===== src/rtl/regfile_pkg.sv =====
// rtl/regfile_pkg.sv - shared defaults, types and popcount helper for the register file
package regfile_pkg;

    localparam int XLEN_D  = 64;
    localparam int NREGS_D = 32;
    localparam int NRD_D   = 4;
    localparam int AW_D    = $clog2(NREGS_D);
    localparam int POP_W   = 256;

    typedef logic [AW_D-1:0]   reg_addr_t;
    typedef logic [XLEN_D-1:0] xlen_t;

    // Callers zero-extend their busy vector to POP_W bits.
    function automatic int unsigned popcount(input logic [POP_W-1:0] v);
        int unsigned n;
        n = 0;
        for (int i = 0; i < POP_W; i++) begin
            n = n + 32'(v[i]);
        end
        return n;
    endfunction

endpackage


===== src/rtl/regfile_read_port.sv =====
// rtl/regfile_read_port.sv - one combinational read port with x0 zeroing; forwarding under REGFILE_BYPASS_EN
module regfile_read_port
    import regfile_pkg::*;
#(
    parameter  int XLEN  = XLEN_D,
    parameter  int NREGS = NREGS_D,
    localparam int AW    = $clog2(NREGS)
) (
    input  logic [NREGS-1:0][XLEN-1:0] data,
    input  logic [NREGS-1:0]           busy,
    input  logic [AW-1:0]              rd_addr,
    input  logic                       fwd_en,
    input  logic [AW-1:0]              wr_addr,
    input  logic [XLEN-1:0]            wr_data,
    output logic [XLEN-1:0]            rd_data,
    output logic                       rd_ready
);

    always_comb begin
        rd_data  = data[rd_addr];
        rd_ready = !busy[rd_addr];
        if (rd_addr == '0) begin
            rd_data  = '0;
            rd_ready = 1'b1;
        end
`ifdef REGFILE_BYPASS_EN
        else if (fwd_en && (wr_addr == rd_addr)) begin
            rd_data  = wr_data;
            rd_ready = 1'b1;
        end
`endif
    end

`ifdef REGFILE_BYPASS_EN
`else
    logic unused_fwd;
    assign unused_fwd = ^{fwd_en, wr_addr, wr_data};
`endif

endmodule


===== src/rtl/regfile_multiport.sv =====
// rtl/regfile_multiport.sv - multi-read-port register file with busy scoreboard; optional forwarding via REGFILE_BYPASS_EN
module regfile_multiport
    import regfile_pkg::*;
#(
    parameter  int XLEN  = XLEN_D,
    parameter  int NREGS = NREGS_D,
    parameter  int NRD   = NRD_D,
    localparam int AW    = $clog2(NREGS),
    localparam int CW    = $clog2(NREGS + 1)
) (
    input  logic                      clk,
    input  logic                      rst_n,
    input  logic                      wr_en,
    input  logic [AW-1:0]             wr_addr,
    input  logic [XLEN-1:0]           wr_data,
    input  logic [NRD-1:0][AW-1:0]    rd_addr,
    output logic [NRD-1:0][XLEN-1:0]  rd_data,
    output logic [NRD-1:0]            rd_ready,
    input  logic                      iss_en,
    input  logic [AW-1:0]             iss_rd,
    input  logic                      flush,
    output logic [CW-1:0]             busy_cnt
);

    logic [NREGS-1:0][XLEN-1:0] data_q, data_d;
    logic [NREGS-1:0]           busy_q, busy_d;
    logic [CW-1:0]              busy_cnt_q, busy_cnt_d;
    logic [POP_W-1:0]           busy_ext;
    logic                       fwd_en;

    // Issue is applied after the write so a same-cycle younger issue leaves busy set.
    always_comb begin
        data_d   = data_q;
        busy_d   = busy_q;
        busy_ext = '0;
        if (wr_en && (wr_addr != '0)) begin
            data_d[wr_addr] = wr_data;
            busy_d[wr_addr] = 1'b0;
        end
        if (flush) begin
            busy_d = '0;
        end else if (iss_en && (iss_rd != '0)) begin
            busy_d[iss_rd] = 1'b1;
        end
        busy_ext[NREGS-1:0] = busy_d;
        busy_cnt_d = CW'(popcount(busy_ext));
    end

    always_ff @(posedge clk or negedge rst_n) begin
        if (!rst_n) begin
            data_q     <= '0;
            busy_q     <= '0;
            busy_cnt_q <= '0;
        end else begin
            data_q     <= data_d;
            busy_q     <= busy_d;
            busy_cnt_q <= busy_cnt_d;
        end
    end

    assign busy_cnt = busy_cnt_q;

    // Keeps forwarded data off the read ports while reset is held.
    assign fwd_en = wr_en & rst_n;

    for (genvar p = 0; p < NRD; p++) begin : g_rd
        regfile_read_port #(
            .XLEN  (XLEN),
            .NREGS (NREGS)
        ) u_port (
            .data     (data_q),
            .busy     (busy_q),
            .rd_addr  (rd_addr[p]),
            .fwd_en   (fwd_en),
            .wr_addr  (wr_addr),
            .wr_data  (wr_data),
            .rd_data  (rd_data[p]),
            .rd_ready (rd_ready[p])
        );
    end

endmodule


===== config.mk =====
export PLATFORM = sky130hd
export DESIGN_NAME = regfile_multiport
export DESIGN_NICKNAME = d
export VERILOG_FILES = /design/src/rtl/regfile_pkg.sv /design/src/rtl/regfile_read_port.sv /design/src/rtl/regfile_multiport.sv
export SDC_FILE = /design/constraint.sdc
export NUM_CORES = 2
export LEC_CHECK = 0
export BUFFER_PORTS_ARGS = -buffer_cell sky130_fd_sc_hd__clkbuf_2
export CAP_MARGIN = 20
export CORE_ASPECT_RATIO = 1.5
export CORE_MARGIN = 5
export CORE_UTILIZATION = 37
export CTS_CLUSTER_SIZE = 8
export DETAILED_ROUTE_END_ITERATION = 10
export GPL_ROUTABILITY_DRIVEN = 0
export GPL_TIMING_DRIVEN = 1
export SYNTH_ARGS = -nofsm -noshare
export SYNTH_HDL_FRONTEND = slang
export SYNTH_SLANG_ARGS = --single-unit

===== constraint.sdc =====
create_clock -name clk -period 4.8 [get_ports clk]
set_clock_uncertainty 0.1 [all_clocks]
set_input_delay 0.96 -clock clk [delete_from_list [all_inputs] [get_ports clk]]
set_output_delay 0.96 -clock clk [all_outputs]
set_load 0.02 [all_outputs]

Word-level counts from Yosys, hierarchy flattened. Index checks and enable logic that the tools add are counted.

Flip-flop bits (word level): 2086. Bits in latches: 0. Memory bits (writable): 0. Memory bits (read-only): 0. Memories kept: 0.

$add $sub $neg: 31. $mul: 0. Div/mod/pow operators: 0. Order comparisons: 8. Eq/ne operators: 0. Shift-type cells: 0. Muxes and demuxes: 34. Bitwise gates (word level): 3. Reductions and logical operators: 14.

Operators by type and width (count): bitwise mux 2048 bit (1); binary-select mux 64 bit (select 5 bit) (4); two-way mux 64 bit (9); demux 64 bit (select 5 bit) (1); adder 6 x 1 -> 6 bit (26); two-way mux 32 bit (3); less-than comparator 5 x 6 -> 1 bit (second input constant) (6); bitwise AND 32 bit (1); NOT 32 bit (1); bitwise OR 32 bit (1); binary-select mux 1 bit (select 5 bit) (4); logical NOT 5 bit (4); demux 1 bit (select 5 bit) (2); >= comparator 5 x 1 -> 1 bit (second input constant) (2); two-way mux 1 bit (10); nonzero test 5 bit (2); adder 5 x 1 -> 6 bit (1); adder 4 x 1 -> 5 bit (1); adder 3 x 1 -> 4 bit (1); logical AND 1 bit (4); logical NOT 1 bit (4); adder 2 x 1 -> 3 bit (1); adder 1 x 1 -> 2 bit (1).

Logic depth before layout (Yosys ltp).
Depth in word-level cells: 41. Mapped depth: 23. Gate-level depth less buffers: 21.

By module. A second synthesis with hierarchy kept.

Cell total of the unflattened synthesis: 10732. Area, all modules: 142654.3 um^2.

By module, submodules not included: regfile_multiport (times used 1, cells an instance 4756, area an instance 78667.9 um^2, seq. area each 52200.1 um^2); regfile_read_port (times used 4, cells an instance 1494, area an instance 15996.6 um^2, seq. area each 0.0 um^2).

Worst setup path after synthesis. OpenSTA, ideal clock, no wires.

Path kind: input port to flip-flop. Start point: in wr_addr[4]. End point: reg busy_cnt_q[4], in the netlist busy_cnt[4]. Setup time: 0.123 ns. Data arrival time: 6.256 ns. Path slack: -1.679 ns. Cell stages on the path: 23. Buffers on the path: 3. Cells stage by stage: clkbuf_1 -> nor3b_1 -> nand2_1 -> clkbuf_1 -> clkbuf_1 -> nand2_1 -> a21o_1 -> fa_1 -> fa_1 -> inv_1 -> fa_1 -> fa_1 -> fa_1 -> inv_1 -> fa_1 -> inv_1 -> ha_1 -> inv_1 -> fa_1 -> inv_1 -> a21o_1 -> a21oi_1 -> xnor2_1.

Word-level cells in the longest chain between the ends: 41.

RTL lines: start: declaration (RTL line regfile_multiport.sv:14) `input logic [AW-1:0] wr_addr,`; less-than comparator 5 x 6 -> 1 bit (implied by the code) / >= comparator 5 x 1 -> 1 bit (equally long branches) (RTL line regfile_multiport.sv:38) `busy_d[wr_addr] = 1'b0;`; logical AND 1 bit (implied by the code) (RTL line regfile_multiport.sv:38); two-way mux 1 bit (implied by the code) (RTL line regfile_multiport.sv:38); demux 1 bit (select 5 bit) (RTL line regfile_multiport.sv:38); NOT 32 bit (no line); bitwise AND 32 bit (no line); two-way mux 32 bit (*) (RTL line regfile_multiport.sv:36) `if (wr_en && (wr_addr != '0)) begin`; bitwise OR 32 bit (no line); [... 2 more ...]; adder 1 x 1 -> 2 bit (RTL line regfile_pkg.sv:18) `n = n + 32'(v[i]);`; adder 2 x 1 -> 3 bit (RTL line regfile_pkg.sv:18); adder 3 x 1 -> 4 bit (RTL line regfile_pkg.sv:18); adder 4 x 1 -> 5 bit (RTL line regfile_pkg.sv:18); adder 5 x 1 -> 6 bit (RTL line regfile_pkg.sv:18); adder 6 x 1 -> 6 bit (25 in a row) (RTL line regfile_pkg.sv:18); adder 6 x 1 -> 6 bit (*) (RTL line regfile_pkg.sv:18); named net busy_cnt_d[4] (RTL line regfile_multiport.sv:27) `logic [CW-1:0] busy_cnt_q, busy_cnt_d;`; end signal: assignment (RTL line regfile_multiport.sv:57) `busy_cnt_q <= busy_cnt_d;`; end: declaration (RTL line regfile_multiport.sv:27).

The timed path passes the listed nets; every way through them passes the cells marked *. A chain may end at the register's enable or synchronous reset.

Worst setup path in the final report.
Start point: in iss_rd[3]. End point: reg busy_cnt_q[4], in the netlist busy_cnt[4].

Word-level cells in the longest chain between the ends: 38.

RTL lines: start: declaration (RTL line regfile_multiport.sv:20) `input logic [AW-1:0] iss_rd,`; less-than comparator 5 x 6 -> 1 bit (implied by the code) / >= comparator 5 x 1 -> 1 bit (equally long branches) (RTL line regfile_multiport.sv:43) `busy_d[iss_rd] = 1'b1;`; logical AND 1 bit (implied by the code) (RTL line regfile_multiport.sv:43); two-way mux 1 bit (implied by the code) (RTL line regfile_multiport.sv:43); demux 1 bit (select 5 bit) (RTL line regfile_multiport.sv:43); bitwise OR 32 bit (no line); two-way mux 32 bit (*) (RTL line regfile_multiport.sv:42) `end else if (iss_en && (iss_rd != '0)) begin`; two-way mux 32 bit (*) (RTL line regfile_multiport.sv:40) `if (flush) begin`; adder 1 x 1 -> 2 bit (RTL line regfile_pkg.sv:18); adder 2 x 1 -> 3 bit (RTL line regfile_pkg.sv:18); adder 3 x 1 -> 4 bit (RTL line regfile_pkg.sv:18); adder 4 x 1 -> 5 bit (RTL line regfile_pkg.sv:18); adder 5 x 1 -> 6 bit (RTL line regfile_pkg.sv:18); adder 6 x 1 -> 6 bit (25 in a row) (RTL line regfile_pkg.sv:18); adder 6 x 1 -> 6 bit (*) (RTL line regfile_pkg.sv:18); named net busy_cnt_d[4] (RTL line regfile_multiport.sv:27).

Marks and branches as above.

==> results.toml <==
[timing]
worst_hold_slack_ps = 324
setup_violations = 7
rsz0062_at_grt = "true"
period_needed_ps = 5050
slew_violations = 0
fin_ws_ps = -250
fin_tns_setup_ps = -962
fmax_mhz = 198
max_slew.worst_pin.slew_ps = 1100
slew_headroom = 0.267
period_share = 1.05
hold_viol_final = 0

[run_status]
outcome = "complete, but fails checks"
violations = "negative setup slack"

[synthesis]
muxShareOfSynthArea = 0.535
synth_edf_count = 0
synth_area_sq_um = 143000
synth_cell_type_count = 55
synthXorXnorAreaFrac = 0.000183
ys_seq_area_frac = 0.364
synth_top_family_by_area = "multiplexers"
synth_ff_type = "dfrtp_1"
synth_nets = 9594
async_flop_share = 1.00
synth_compound_area_frac = 0.0468
ys_seq_elements = 2086
yosysWarnings = 0
synth_adder_area_share = 0.00397
netlist_instances = 9464
postSynthAreaPerCell_sq_um = 15.1
yosys.area_share.simple = 0.0126

[cells_and_area]
fin_cells = 14900
area_delta_synth_final_pct = 15.2
drive_gt1_frac = 0.590
fin_nets = 9940
layout_common_cells = "dfrtp_1, mux4_2, mux2_2, mux2i_1, buf_4"
layout_commonest_cell = "dfrtp_1"
fill_cells = 34600
final_area_sq_um = 165000

[detailed_routing]
vias_per_cell = 7.02
remaining_drc_errors = 0
drtAntennaViolNets = 0
drt-initial-drc-count = 12100
via_count = 105000
first_pass_iters = 6
avgRoutedWirePerCell_um = 40.8
finalWirelength_mm = 609

[power]
power.total_mw = 63.4
switching_power_mw = 20.4
swShare = 0.322
vdd_drop_max_mv = 0.271
power.leakage_nw = 69.1
pwr-share-comb = 0.297
clockPowerShare = 0.310
p_seq_frac = 0.392
p_int_mw = 43.0
power_density_nw_per_um2 = 384

[floorplanning]
core_sq_um = 387000
start_util = 0.370
die_w_um = 518
die_area_sq_um = 400000
rows = 280
die_h_um = 772
boundaryPins = 365

[setup_path]
crit_family = "adder cells"
worst_setup_path_end_kind = "flop"
crit_path_frequent_cell = "fa_1"
slowest_stage = "fa_2"
cp.buffers_inverters = 7
crit_required_ps = 5460
cp.arrival_ps = 5710
path_cells = "clkbuf_16, nand2b_4, nor2_4, buf_6, nand2_2, a21o_1, fa_1, fa_1, inv_1, fa_2, fa_2, fa_1, inv_1, fa_1, inv_2, ha_4, inv_2, fa_2, inv_1, a21o_1, a21oi_2, xnor2_1"
path_max_fanout = 5
max_stage_delay_ps = 540
cp-start-kind = "input pin"
setup.worst_path.class = "input pin to flop"

[cts]
insertion_delay_ps = 910
path_clk_slew_ps = 50
ctsHtreeMaxLevel = 5
cts_buffer_depth = 4
cts_sinks = 2086
cts_tree = "yes"
cts_buffers = 303
cts_root_buf = "clkbuf_16"

[global_route]
grt_antenna_before_repair = 79
grt_pass1_wl_mm = 861
grt_max_degree = 123
grt_overflow = 0
grt_pass1_vias = 110000
track_usage = 0.299

[placement]
io_buffers = 364
dp.cells = 14600
post_dp_cell_area_sq_um = 157000
hpwlAfterDp_mm = 395

[hold_path]
hold_class = "flop to flop"

[job]
drv_cap = 0
==> kinds of logic (layout without fill, tap and decap cells) <==
logic type	count (synthesis)	after routing
AO/OA/AOI/OAI	948	948
XOR/XNOR	3	3
adder cells (fa/ha/maj)	31	31
buffers and inverters	1232	1599
flip-flops	2086	2086
multiplexers	4802	4802
other	0	27
AND/OR/NAND/NOR	362	362
==> what timing repair did <==
| action | in CTS | in global routing |
|---|---|---|
| endpoints found under the setup margin | 6 | 8 |
| pin swaps | 21 | 2 |
| endpoints found under the hold margin | 55 | 0 |
| cloned | 0 | 1 |
| setup buffers | 12 | 1 |
| hold buffers | 1 | 0 |
| gates resized for setup | 49 | 19 |
==> worst register-to-register path: cells and delay by family (launching register included) <==
kind,cells,cell delay (ps)
xor+xnor,1,120
flops,1,360
fa+ha+maj,8,3430
compound gates,4,420
buf+inv,6,360
==> layer usage <==
| metal | track usage | share of wire | vias to the layer above |
|---|---|---|---|
| li1 | - | - | 39200 |
| met1 | 0.357 | 0.35 | 55900 |
| met2 | 0.465 | 0.46 | 7260 |
| met3 | 0.0784 | 0.10 | 2329 |
| met4 | 0.225 | 0.094 | 66 |
| met5 | 0 | 0.00077 | - |
==> synth_stat cells (all sizes together) (57+ instances only) <==
cell type     n  area [sq um]
a211oi      119           893
a21o        158          1190
a21oi        86           430
a22o         58           508
a22oi        72           541
buf         514          2670
clkbuf      682          2560
dfrtp      2086         52200
mux2       2058         23200
mux2i       671          6720
mux4       2073         46700
nand2       125           469
nor2         75           302
o21ai        57           285
o221ai       62           543
o22ai       253          1580
==> area by class of cell <==
type | instances | area (sq um) | area share
multi-input cells | 6146 | 86300 | 0.523
flip-flops and latches | 2086 | 52200 | 0.316
repair buffers | 1237 | 12000 | 0.0725
clock buffers | 317 | 7850 | 0.0476
well taps | 5076 | 6350 | 0.0385
inverters | 36 | 136 | 0.000827
clock inverters | 9 | 131 | 0.000796
diodes | 27 | 67.6 | 0.000410
==> final timing paths <==
path / startpoint / to / slack (ps) / cells past startpoint
max in group asynchronous: rst_n / data_q[184]$_DFFE_PN0P_ / 2500 / 4
worst max register to register: busy_q[23]$_DFF_PN0_ / busy_cnt[4]$_DFF_PN0_ / -120 / 19
worst max-delay path: iss_rd[3] / busy_cnt[4]$_DFF_PN0_ / -250 / 22
min in group asynchronous: rst_n / data_q[1753]$_DFFE_PN0P_ / 560 / 2
worst min register to register: data_q[60]$_DFFE_PN0P_ / data_q[60]$_DFFE_PN0P_ / 320 / 0
worst min-delay path: data_q[60]$_DFFE_PN0P_ / data_q[60]$_DFFE_PN0P_ / 320 / 0
==> flip-flops by register name, summed over array words and instances, names as in the netlist <==
name and flops:
busy_cnt 6, busy_q 32, data_q 2048
==> per-stage QoR <==
stage	setup slack [ps]	utilization
2_1_floorplan	-1150	-
3_3_place_gp	-1320	0.405
3_5_place_dp	-1270	0.405
4_1_cts	-187	0.426
5_1_grt	-379	0.426
6_report	-250	0.427
==> power groups by stage <==
| stage | logic (mW) | registers (mW) | clock network [mW] |
|---|---|---|---|
| floorplan | 13.3 | 23.6 | 0 |
| global placement | 18.4 | 24.5 | 0 |
| detailed placement | 18.7 | 25.0 | 0 |
| CTS | 18.8 | 24.7 | 19.9 |
| global route | 19.8 | 25.4 | 20.5 |
| finish | 18.8 | 24.9 | 19.7 |
Note: power is estimated with default switching activity, not from simulation.
